<file path="src/rtl/flow_pkg.sv">
// rtl/flow_pkg.sv - shared constants and debounce state encoding for the key/flow controller
package flow_pkg;

  localparam int KEY_RUN    = 0;
  localparam int KEY_DIR    = 1;
  localparam int KEY_SPD_UP = 2;
  localparam int KEY_SPD_DN = 3;

  localparam logic DIR_LEFT  = 1'b0;
  localparam logic DIR_RIGHT = 1'b1;

  localparam logic [1:0] SPD_MIN = 2'd0;
  localparam logic [1:0] SPD_MAX = 2'd3;

  typedef enum logic [1:0] {
    DEB_IDLE    = 2'd0,
    DEB_FILT_DN = 2'd1,
    DEB_DOWN    = 2'd2,
    DEB_FILT_UP = 2'd3
  } deb_state_e;

endpackage

</file>
<file path="src/rtl/key_debounce.sv">
// rtl/key_debounce.sv - one active-low key: 2-flop sync, debounce FSM, press pulse
module key_debounce
  import flow_pkg::*;
#(
  parameter logic [19:0] DEB_MAX = 20'd999_999
) (
  input  logic sys_clk,
  input  logic sys_rst_n,
  input  logic key_i,
  output logic level_o,
  output logic press_o
);

  logic        sync1_q, sync2_q;
  deb_state_e  state_q, state_d;
  logic [19:0] cnt_q, cnt_d;
  logic        level_q, level_d;
  logic        press_q, press_d;

  always_ff @(posedge sys_clk or negedge sys_rst_n) begin
    if (!sys_rst_n) begin
      sync1_q <= 1'b1;
      sync2_q <= 1'b1;
      state_q <= DEB_IDLE;
      cnt_q   <= '0;
      level_q <= 1'b1;
      press_q <= 1'b0;
    end else begin
      sync1_q <= key_i;
      sync2_q <= sync1_q;
      state_q <= state_d;
      cnt_q   <= cnt_d;
      level_q <= level_d;
      press_q <= press_d;
    end
  end

  // The sample must stay stable for DEB_MAX+1 consecutive cycles to change level.
  always_comb begin
    state_d = state_q;
    cnt_d   = cnt_q;
    level_d = level_q;
    press_d = 1'b0;
    case (state_q)
      DEB_IDLE: begin
        if (!sync2_q) begin
          state_d = DEB_FILT_DN;
          cnt_d   = 20'd1;
        end
      end
      DEB_FILT_DN: begin
        if (sync2_q) begin
          state_d = DEB_IDLE;
          cnt_d   = '0;
        end else if (cnt_q == DEB_MAX) begin
          state_d = DEB_DOWN;
          cnt_d   = '0;
          level_d = 1'b0;
          press_d = 1'b1;
        end else begin
          cnt_d = cnt_q + 20'd1;
        end
      end
      DEB_DOWN: begin
        if (sync2_q) begin
          state_d = DEB_FILT_UP;
          cnt_d   = 20'd1;
        end
      end
      DEB_FILT_UP: begin
        if (!sync2_q) begin
          state_d = DEB_DOWN;
          cnt_d   = '0;
        end else if (cnt_q == DEB_MAX) begin
          state_d = DEB_IDLE;
          cnt_d   = '0;
          level_d = 1'b1;
        end else begin
          cnt_d = cnt_q + 20'd1;
        end
      end
      default: begin
        state_d = DEB_IDLE;
        cnt_d   = '0;
      end
    endcase
  end

  assign level_o = level_q;
  assign press_o = press_q;

endmodule

</file>
<file path="src/rtl/key_flow_ctrl.sv">
// rtl/key_flow_ctrl.sv - debounced key inputs driving run/dir/speed state and the LED step tick
module key_flow_ctrl
  import flow_pkg::*;
#(
  parameter logic [19:0] DEB_MAX  = 20'd999_999,
  parameter logic [24:0] BASE_MAX = 25'd24_999_999
) (
  input  logic       sys_clk,
  input  logic       sys_rst_n,
  input  logic [3:0] key_in,
  output logic [3:0] key_level,
  output logic [3:0] key_press,
  output logic       run_en,
  output logic       dir,
  output logic [1:0] speed_sel,
  output logic       step_flag
);

  for (genvar i = 0; i < 4; i++) begin : g_key
    key_debounce #(
      .DEB_MAX (DEB_MAX)
    ) u_deb (
      .sys_clk   (sys_clk),
      .sys_rst_n (sys_rst_n),
      .key_i     (key_in[i]),
      .level_o   (key_level[i]),
      .press_o   (key_press[i])
    );
  end

  logic        run_en_q, run_en_d;
  logic        dir_q, dir_d;
  logic [1:0]  speed_q, speed_d;
  logic [24:0] step_cnt_q, step_cnt_d;
  logic        step_flag_q, step_flag_d;
  logic [24:0] limit;
  logic        spd_up, spd_dn;

  always_ff @(posedge sys_clk or negedge sys_rst_n) begin
    if (!sys_rst_n) begin
      run_en_q    <= 1'b1;
      dir_q       <= DIR_LEFT;
      speed_q     <= SPD_MIN;
      step_cnt_q  <= '0;
      step_flag_q <= 1'b0;
    end else begin
      run_en_q    <= run_en_d;
      dir_q       <= dir_d;
      speed_q     <= speed_d;
      step_cnt_q  <= step_cnt_d;
      step_flag_q <= step_flag_d;
    end
  end

  assign spd_up = key_press[KEY_SPD_UP];
  assign spd_dn = key_press[KEY_SPD_DN];
  assign limit  = BASE_MAX >> speed_q;

  always_comb begin
    run_en_d = run_en_q ^ key_press[KEY_RUN];
    dir_d    = dir_q;
    if (key_press[KEY_DIR]) begin
      dir_d = (dir_q == DIR_LEFT) ? DIR_RIGHT : DIR_LEFT;
    end
    // Simultaneous up and down presses cancel out.
    speed_d = speed_q;
    if (spd_up && !spd_dn && speed_q != SPD_MAX) begin
      speed_d = speed_q + 2'd1;
    end else if (spd_dn && !spd_up && speed_q != SPD_MIN) begin
      speed_d = speed_q - 2'd1;
    end
  end

  // A speed-up can leave the count past the new limit; restart silently rather than overflow.
  always_comb begin
    step_cnt_d  = step_cnt_q;
    step_flag_d = 1'b0;
    if (run_en_q) begin
      if (step_cnt_q > limit) begin
        step_cnt_d = '0;
      end else if (step_cnt_q == limit) begin
        step_cnt_d  = '0;
        step_flag_d = 1'b1;
      end else begin
        step_cnt_d = step_cnt_q + 25'd1;
      end
    end
  end

  assign run_en    = run_en_q;
  assign dir       = dir_q;
  assign speed_sel = speed_q;
  assign step_flag = step_flag_q;

endmodule

</file>
<file path="config.mk">
export PLATFORM = sky130hd
export DESIGN_NAME = key_flow_ctrl
export DESIGN_NICKNAME = d
export VERILOG_FILES = /design/src/rtl/flow_pkg.sv /design/src/rtl/key_debounce.sv /design/src/rtl/key_flow_ctrl.sv
export SDC_FILE = /design/constraint.sdc
export NUM_CORES = 1
export LEC_CHECK = 0
export ABC_AREA = 0
export CAP_MARGIN = 20
export CORE_MARGIN = 2
export CORE_UTILIZATION = 45
export DETAILED_ROUTE_END_ITERATION = 8
export DONT_BUFFER_PORTS = 1
export PLACE_DENSITY_LB_ADDON = 0.12
export SLEW_MARGIN = 20
export SYNTH_ARGS = -nofsm -noshare
export SYNTH_HDL_FRONTEND = slang
export SYNTH_SLANG_ARGS = --single-unit
</file>
<file path="constraint.sdc">
create_clock -name sys_clk -period 8.1 [get_ports sys_clk]
set_input_delay 0.81 -clock sys_clk [delete_from_list [all_inputs] [get_ports sys_clk]]
set_output_delay 0.81 -clock sys_clk [all_outputs]
set_load 0.03 [all_outputs]
</file>
==> results.yml, run 1 <==
run_status:
  status: "finished, final reports clean"
logic_synthesis:
  synth_cell_types: 61
  yosysMostFrequentCell: "dfrtp_1"
  async_flop_share_pct: 100
  synth_seq_area_share_pct: 45.1
  synth_edf_count: 0
  netlist_area_mm2: 0.00747
  synth-main-ff-cell: "dfrtp_1"
  synth.top_cell.area_share_pct: 40.5
  yosys_warnings: 0
  netlist_top_cells_count: "dfrtp_1, o21ai_0, nand2_1"
  syn_nets: 850
  synth-seq-cells: 134
  synthTopCellsByArea: "dfrtp_1, o21ai_0, dfstp_2"
  avgSynthCellArea_um2: 9.04
  synth_top_area_cell: "dfrtp_1"
  synthCells: 826
global_routing:
  grt-ovfl-total: 0
  grt_max_degree: 135
  grt_pass1_vias: 5642
  grt_first_pass_wirelength_um: 27100
  antenna_found_initial: 0
  track_usage_pct: 18.6
clock_network:
  clockBufferDepth: 2
  clk_latency_ps: 430
  cts_root_buf: "clkbuf_16"
  path_clk_slew_ps: 60
  post_cts_buffers: 0
  cts_sinks: 134
  htree_levels: 4
  cts_buffers: 17
  cts_tree: "built"
  post_cts_resized: 0
  cts_hold_buf: 0
timing:
  period_needed_ps: 3330
  slew_viol_final: 0
  holdWs_ps: 85.9
  fin_skew_ps: 19.5
  rsz0062_at_grt: "no"
  finalSetupTns_ps: 0
  worstMarginPinSlew_ps: 1050
  timing.final.ws_setup_ps: 4770
  timing.final.crit_share_pct: 41.2
  fmax_mhz: 300
  slew-limit-headroom_pct: 29.7
  hold_violations: 0
  setup_viol: 0
setup_path:
  reg2reg_setup_slack_ps: 4770
  ff2ff_path_depth: 9
  crit_path_end: "step_cnt_q[23]$_DFFE_PN0P_"
  critPathLaunch: "speed_sel[0]$_DFFE_PN0P_"
  critPathRequiredTime_ps: 8420
  cp_top_family: "compound AO/OA/AOI/OAI gates"
  cp.depth: 9
  max_stage_delay_ps: 880
  path_max_fanout: 35
  crit_chain: "nor2_1 > ha_1 > maj3_1 > a21o_1 > a221o_1 > a211oi_4 > buf_4 > nand2_1 > o211ai_1"
  worstSetupPathType: "reg -> reg"
  endpoint_kind: "flip-flop"
  start_kind: "flip-flop"
  r2r_start: "speed_sel[0]$_DFFE_PN0P_"
  cp_data_arrival_time_ps: 3660
  slowest_stage: "dfrtp_1"
  critPathBufInv: 1
  timing.rr.end: "step_cnt_q[23]$_DFFE_PN0P_"
placed_design:
  dp_hpwl_um: 10300
  io_buffers: 0
  place_congestion: 0.860
  pre_cts_slack_ps: 4460
  dp.cells: 1012
die:
  ios: 19
  rows: 47
  die_h_um: 133
  core_mm2: 0.0164
  start_util_pct: 45.5
  die_width_um: 133
  dieArea_mm2: 0.0176
layout:
  final_nets: 835
  drive_gt1_share_pct: 7.65
  n_fill_cell: 1516
  multi_input_area_mm2: 0.00380
  antennaDiodeCount: 0
  regArea_mm2: 0.00337
  final_cells: 1044
  area_delta_synth_final_pct: 8.54
pwr:
  powerDensity_mw_per_mm2: 175
  switching_share_pct: 23.2
  power_frac_comb_pct: 2.9
  seq_power_share_pct: 48.7
  ir_drop_v: 0.000166
  clockPowerShare_pct: 48.4
  p_leak_uw: 0.00329
  p_int_uw: 1090
  p_switching_uw: 330
routing:
  post-route-drc-count: 0
  routed_wl_um: 15800
  wl_per_cell_um: 15.1
  vias: 6135
  antenna_left: 0
  drt_iter0_drc: 443
  vias_per_cell: 5.88
  dr.pass1.iters: 5
min_path:
  hp-class: "in -> async"
flow_run:
  max-cap-violations: 0
## worst min-delay path by stage
| stage | cells after the start | endpoint | slack [ps] | startpoint |
|---|---|---|---|---|
| 2_1_floorplan | 0 | g_key[0].u_deb.sync2_q$_DFF_PN1_ | 350 | g_key[0].u_deb.sync1_q$_DFF_PN1_ |
| 3_3_place_gp | 0 | g_key[2].u_deb.sync2_q$_DFF_PN1_ | 350 | g_key[2].u_deb.sync1_q$_DFF_PN1_ |
| 3_5_place_dp | 0 | g_key[3].u_deb.sync2_q$_DFF_PN1_ | 350 | g_key[3].u_deb.sync1_q$_DFF_PN1_ |
| 6_report | 0 | step_cnt_q[8]$_DFFE_PN0P_ | 90 | sys_rst_n |
| 4_1_cts | 0 | g_key[2].u_deb.cnt_q[3]$_DFFE_PN0P_ | 70 | sys_rst_n |
| 5_1_grt | 0 | speed_sel[0]$_DFFE_PN0P_ | 60 | sys_rst_n |
## registers in the layout, summed over array words and instances, names as in the netlist, 2 cells and up, named ones only
name / count
g_key.u_deb.level_o: 4
speed_sel: 2
g_key.u_deb.press_o: 4
g_key.u_deb.sync1_q: 4
g_key.u_deb.cnt_q: 80
g_key.u_deb.sync2_q: 4
step_cnt_q: 25
g_key.u_deb.state_q: 4
## logic make-up after synthesis
logic type      count (synthesis)  share of synthesized area, %
simple gates                  335                          23.7
compound gates                242                          20.1
flops                         134                          45.1
buf+inv                        66                          4.15
fa+ha+maj                      20                          3.28
xor+xnor                       18                          2.11
mux                            11                          1.47
## cells in the final DEF, fill, tap and decap left out, types with 14 or more instances in the layout
cell         n
nand2_1     67
inv_1       28
nor2b_1     18
a21oi_1     23
ha_1        18
and2_1      14
and3_1      27
xnor2_1     14
nand4_1     20
a31oi_1     23
nand3_1     60
nand2b_1    16
clkbuf_16   17
o21ai_0    117
o31ai_1     32
nor2_1      58
dfrtp_1    121
## power groups by stage
stage / registers, uW / logic [uW] / clock network (uW)
floorplan: 701 / 36.0 / 0
global placement: 703 / 40.2 / 0
detailed placement: 704 / 41.6 / 0
CTS: 692 / 41.8 / 706
global route: 694 / 48.0 / 735
finish: 692 / 41.9 / 688
## through the flow
stage	power (uW)	instance area [um^2]	util, %
final	1420	8110	49.4
after global routing	1480	8110	49.4
after CTS	1440	8100	49.3
after detailed placement	745	7570	46.1
after global placement	743	7570	46.1
after floorplan	737	7470	-
## cell type report
| cell class | instances | share of cell area [%] |
|---|---|---|
| Multi-Input combinational cell | 626 | 46.9 |
| Sequential cell | 134 | 41.6 |
| Clock buffer | 19 | 5.46 |
| Tap cell | 220 | 3.40 |
| Inverter | 28 | 1.30 |
| Clock inverter | 13 | 1.05 |
| Timing Repair Buffer | 4 | 0.370 |
## routing by layer
layer | part of all wire [%] | GRT usage [%] | routed length (um)
met1 | 48 | 25.3 | 7540
met2 | 48 | 29.6 | 7560
met3 | 3.4 | 4.67 | 530
met4 | 0.99 | 5.56 | 157
met5 | 0 | 0 | 0
(Power assumes the default switching activity.)
==> run 2, diff against run 1 <==
clock period = 2.9 ns   (was 8.1 ns; I/O delays follow)
==> run 2 against run 1 <==
Effect of this change: the run now ends with hold timing left; sequential share of layout area decreased by 1.1 points; total power grew to 3.0 times the previous value; maximum frequency rose by 22%; worst setup slack lost 4600 ps; first-iteration DRC count shrank 9.9%; sequential power grew to 2.8 times the previous value; critical path type unchanged; critical endpoint is now step_cnt_q[15]$_DFFE_PN0P_; highest routed layer unchanged.
==> results.yml, run 2 (same netlist as run 1, synthesis figures left out) <==
run_status:
  status: "finished with violations"
  violations: "hold timing"
layout:
  top_register: "g_key.u_deb.cnt_q"
  layout_commonest_cell: "dfrtp_1"
  final_nets: 857
  reg_top3: "g_key.u_deb.cnt_q (80), step_cnt_q (25)"
  antennaDiodeCount: 0
  largest_register_ffs: 80
  final_cell_mix: "dfrtp_1, o21ai_0, nand2_1"
  drive_gt1_share_pct: 9.22
  area_delta_synth_final_pct: 11.6
min_path:
  hp-class: "in -> async"
timing:
  hold_violations: 134
  timing.final.ws_setup_ps: 176
  holdWs_ps: -435
  period_needed_ps: 2720
  slew_viol_final: 0
  worstMarginPinSlew_ps: 668
  setup_viol: 0
  rsz0062_at_grt: "no"
  fin_skew_ps: 7.16
  finalSetupTns_ps: 0
  timing.final.crit_share_pct: 93.9
  fmax_mhz: 367
  slew-limit-headroom_pct: 55.3
global_routing:
  gr-usage-met1_pct: 24.8
  grt-ovfl-total: 0
  grt_max_degree: 135
  grt.met2_usage_pct: 32.5
  antenna_found_initial: 0
  grtUsageMet3_pct: 4.21
  grt_first_pass_wirelength_um: 28800
  grt.busiest_layer: "met2"
  track_usage_pct: 19.6
  grt_pass1_vias: 6349
pwr:
  p_leak_uw: 0.00343
  powerDensity_mw_per_mm2: 505
  ir_drop_v: 0.000428
setup_path:
  crit_chain: "inv_1 > nor2_1 > ha_1 > maj3_1 > a21o_1 > a221o_1 > a211oi_4 > buf_4 > o211ai_1 > a31oi_1"
  cp_top_family: "compound AO/OA/AOI/OAI gates"
  cp_data_arrival_time_ps: 3060
  critPathRequiredTime_ps: 3230
  start_kind: "flip-flop"
  critPathBufInv: 2
  ff2ff_path_depth: 10
  worstSetupPathType: "reg -> reg"
  slowest_stage: "dfrtp_1"
  path_max_fanout: 22
  endpoint_kind: "flip-flop"
  cp.depth: 10
  max_stage_delay_ps: 440
routing:
  antenna_left: 0
  post-route-drc-count: 0
  wl_per_cell_um: 15.4
  vias: 6306
  routed_wl_um: 16400
  dr.pass1.iters: 5
  drt_iter0_drc: 399
  vias_per_cell: 5.92
die:
  start_util_pct: 45.5
  die_h_um: 133
  core_mm2: 0.0164
  dieArea_mm2: 0.0176
  rows: 47
  ios: 19
  die_width_um: 133
clock_network:
  cts_hold_buf: 4
  cts_root_buf: "clkbuf_16"
  cts_tree: "built"
  htree_levels: 4
  post_cts_buffers: 0
  cts_sinks: 134
  cts_buffers: 17
  clockBufferDepth: 2
  path_clk_slew_ps: 60
  clk_latency_ps: 420
placed_design:
  io_buffers: 0
  place_congestion: 0.877
  dp_hpwl_um: 10900
  pre_cts_slack_ps: 205
flow_run:
  max-cap-violations: 0
-- run 2: cell count changes in the layout (fill, tap and decap cells not counted), sizes merged --
cell	before	now
buf	4	22
bufinv	0	2
clkbuf	19	18
clkinv	8	5
dlygate4sd3	0	4
inv	28	30
-- run 2: where the power goes --
group          total (uW)  internal [uW]  switching, uW
combinational         130           55.1           74.8
clock                2140           1290            852
sequential           1930           1900           30.1
-- run 2: worst paths after layout --
kind	slack, ps	end	start
worst max-delay path	180	step_cnt_q[15]$_DFFE_PN0P_	speed_sel[1]$_DFFE_PN0P_
worst min-delay path	-440	step_cnt_q[5]$_DFFE_PN0P_	sys_rst_n
worst max register to register	180	step_cnt_q[15]$_DFFE_PN0P_	speed_sel[1]$_DFFE_PN0P_
worst min register to register	360	g_key[3].u_deb.sync2_q$_DFF_PN1_	g_key[3].u_deb.sync1_q$_DFF_PN1_
max in group asynchronous	3040	run_en$_DFF_PN1_	sys_rst_n
min in group sys_clk	360	g_key[3].u_deb.sync2_q$_DFF_PN1_	g_key[3].u_deb.sync1_q$_DFF_PN1_
-- run 2: stage by stage --
step / total power [uW] / std cells / instance area, um^2 / hold WS [ps] / utilization [%]
finish: 4210 / 1066 / 8330 / -435 / 50.8
global placement: 2080 / 1030 / 7700 / -2.41 / 47.0
CTS: 4260 / 1066 / 8330 / -451 / 50.8
floorplan: 2060 / 826 / 7470 / -5.59 / -
detailed placement: 2090 / 1030 / 7700 / -1.03 / 47.0
global route: 4350 / 1066 / 8330 / -457 / 50.8
-- run 2: timing repair --
item / CTS / global route
endpoints found under the hold margin: 138 / 134
setup endpoints to repair: 0 / 0
gates resized for setup: 0 / 0
-- run 2: final cells by class --
type | count | area (um^2)
well taps | 220 | 275
multi-input cells | 626 | 3790
flip-flops and latches | 134 | 3370
clock buffers | 18 | 439
repair buffers | 26 | 205
clock inverters | 14 | 151
fillers | 1510 | 8070
inverters | 28 | 105
-- run 2: layer usage --
layer | routed length [um] | up-vias
met5 | 0 | -
met4 | 221 | 0
met3 | 626 | 18
met2 | 7940 | 117
met1 | 7580 | 3118
li1 | - | 3053
-- run 2: worst register-to-register path, stage by stage, from the launching register on --
cell	delay, ps
dfrtp_1	440
inv_1	170
nor2_1	100
ha_1	200
maj3_1	350
a21o_1	180
a221o_1	330
a211oi_4	250
buf_4	300
o211ai_1	130
a31oi_1	190
==> run 3, diff against run 2 <==
GPL_TIMING_DRIVEN = 1   (was unset)
SKIP_LAST_GASP = 1   (was unset)
==> results of run 3 <==
The final DEF is identical to that of run 2; final timing and power are the same.
==> RTL change, RTL diff (config.mk and constraints of run 2) <==
`DEB_MAX` is set to 20'd999_999 in 2 places; all go to 20'd499999.
--- a/src/rtl/key_debounce.sv
+++ b/src/rtl/key_debounce.sv
@@ -2,7 +2,7 @@
 module key_debounce
   import flow_pkg::*;
 #(
-  parameter logic [19:0] DEB_MAX = 20'd999_999
+  parameter logic [19:0] DEB_MAX = 20'd499999
 ) (
   input  logic sys_clk,
   input  logic sys_rst_n,
--- a/src/rtl/key_flow_ctrl.sv
+++ b/src/rtl/key_flow_ctrl.sv
@@ -2,7 +2,7 @@
 module key_flow_ctrl
   import flow_pkg::*;
 #(
-  parameter logic [19:0] DEB_MAX  = 20'd999_999,
+  parameter logic [19:0] DEB_MAX  = 20'd499999,
   parameter logic [24:0] BASE_MAX = 25'd24_999_999
 ) (
   input  logic       sys_clk,
Formal check against the unedited RTL: no difference found for any inputs over 10 cycles, from zero or initial values and one cycle with sys_rst_n low; that may be too few to reach the edited logic, so the function may still have changed.
==> RTL change against run 2 <==
  * The run still ends with negative hold slack left
  * Sequential power barely moved
  * First-iteration DRC count rose by 33%
  * Total power rose by 2.8%
  * Sequential cell count did not move
  * Cell area fell by 0.54%
  * Wire length rose by 0.19%
  * Worst setup slack improved by 33 ps
  * Synthesized area fell by 0.49%
  * Sequential share of layout area rose by 0.22 points
  * Critical path type unchanged
==> RTL change: results (changes against run 2) <==
sequential share of power=44.7% (-1.2 points); vias in the first global route=5996 (-5.6%); dominant cells by area after synthesis=dfrtp_1 (41%), o21ai_0 (8.8%), dfstp_2 (4.6%); Vias per Instance=5.943 (+0.46%); fraction of final layout cells with drive strength greater than 1=9.689% (+0.47 points); commonest cells in the synthesized netlist=o21ai_0 (130), dfrtp_1 (121), nand2_1 (72), nor2_1 (55), nand3_1 (50); total global routing track utilization=19.25% (-0.31 points); reg-to-reg endpoint=step_cnt_q[14]; Hold Vio Cnt, Final=134 (unchanged); smallest hold slack=-438.3 ps (-2.950 ps); Routed WL per cell=15.59 um (+1.5%); global-route wire length before repair=28050 um (-2.5%); proportion of register bits with asynchronous set or reset after synthesis=100.0% (unchanged); worst clock skew on the final layout=11.56 ps (+4.395 ps); Worst-Margin Slew=849.0 ps (+180.6 ps); final estimated routing congestion in global placement=0.7747 (-12%); half-perimeter wire length of the detailed placement result=10870 um (-0.38%); register-to-register path setup slack=210 ps (+30 ps); nets@finish=847 (-1.2%); Critical Path Source=speed_sel[0]; total placed instance area=7614 um^2 (-1.2%); violations in the final reports=negative hold slack; switching power summed over all nets=0.9149 mW (-4.4%); highest ir drop seen on vdd=424.0 uV (-1.0%); distinct cell type count of the synthesized netlist=63 (+3.3%); cell depth of the worst flop-to-flop path=9 (-1); static leakage=3.380 nW (-1.3%); number of inserted filler cells in the final layout=1493 (-1.1%); worst hold-check path type=input port to async pin; width of the die=132.5 um (-0.23%); proportion of synthesized chip area in sequential cells=45.34% (+0.22 points); data arrival at the endpoint of the critical path=3000 ps (-60 ps); highest net fanout along the worst path=23 (+4.5%); DR iter-0 viols=529 (+33%); Worst path max stage delay=520 ps (+80 ps); diode insertion count for antenna repair=0 (unchanged); combinational group share of total power=3.2%; outcome=finished, violations left
[RTL change: cell count changes in the layout (fill, tap and decap cells not counted), moves of 8 or more]
cell	delta
nand3_1	-10
and3_1	-10
nand4_1	+13
o31ai_1	-13
nor2b_1	-8
o21ai_0	+13
[RTL change: per-layer routing]
layer | up-vias | routed length [um] | GRT usage, %
met1 | 3065 | 7918 | 25.40
li1 | 3066 | - | -
met4 | 0 | 228 | 7.885
met2 | 102 | 7778 | 31.29
met5 | - | 0 | 0
met3 | 19 | 473 | 3.602
[RTL change: through the flow]
step	std cells	worst slack (ps)	util (%)	power, mW	hold slack (ps)
floorplan	824	149.4	-	2.058	-5.591
global placement	1016	218.4	47.58	2.092	-1.790
detailed placement	1016	149.4	47.58	2.099	-1.820
CTS	1052	137.8	51.75	4.373	-457.8
global route	1052	42.81	51.81	4.471	-456.7
finish	1052	209.4	51.81	4.322	-438.3
[RTL change: cell type report]
class / instances / share of cell area, %
Sequential cell: 134 / 40.65
Inverter: 29 / 1.313
Clock inverter: 6 / 1.057
Multi-Input combinational cell: 621 / 45.28
Timing Repair Buffer: 20 / 1.932
Clock buffer: 26 / 6.506
Tap cell: 216 / 3.260
[RTL change: what timing repair did]
action / in CTS / in global routing
resized for setup: 0 / 1
hold endpoints to repair: 138 / 134
endpoints found under the setup margin: 0 / 5
[RTL change: kinds of logic (layout without fill, tap and decap cells)]
family | after synthesis | after routing | synth area share (%)
XOR/XNOR | 15 | 15 | 1.768
flip-flops | 134 | 134 | 45.34
buffers and inverters | 69 | 81 | 4.276
adder cells (fa/ha/maj) | 20 | 20 | 3.300
AO/OA/AOI/OAI | 253 | 253 | 21.31
AND/OR/NAND/NOR | 329 | 329 | 23.47
multiplexers | 4 | 4 | 0.5387
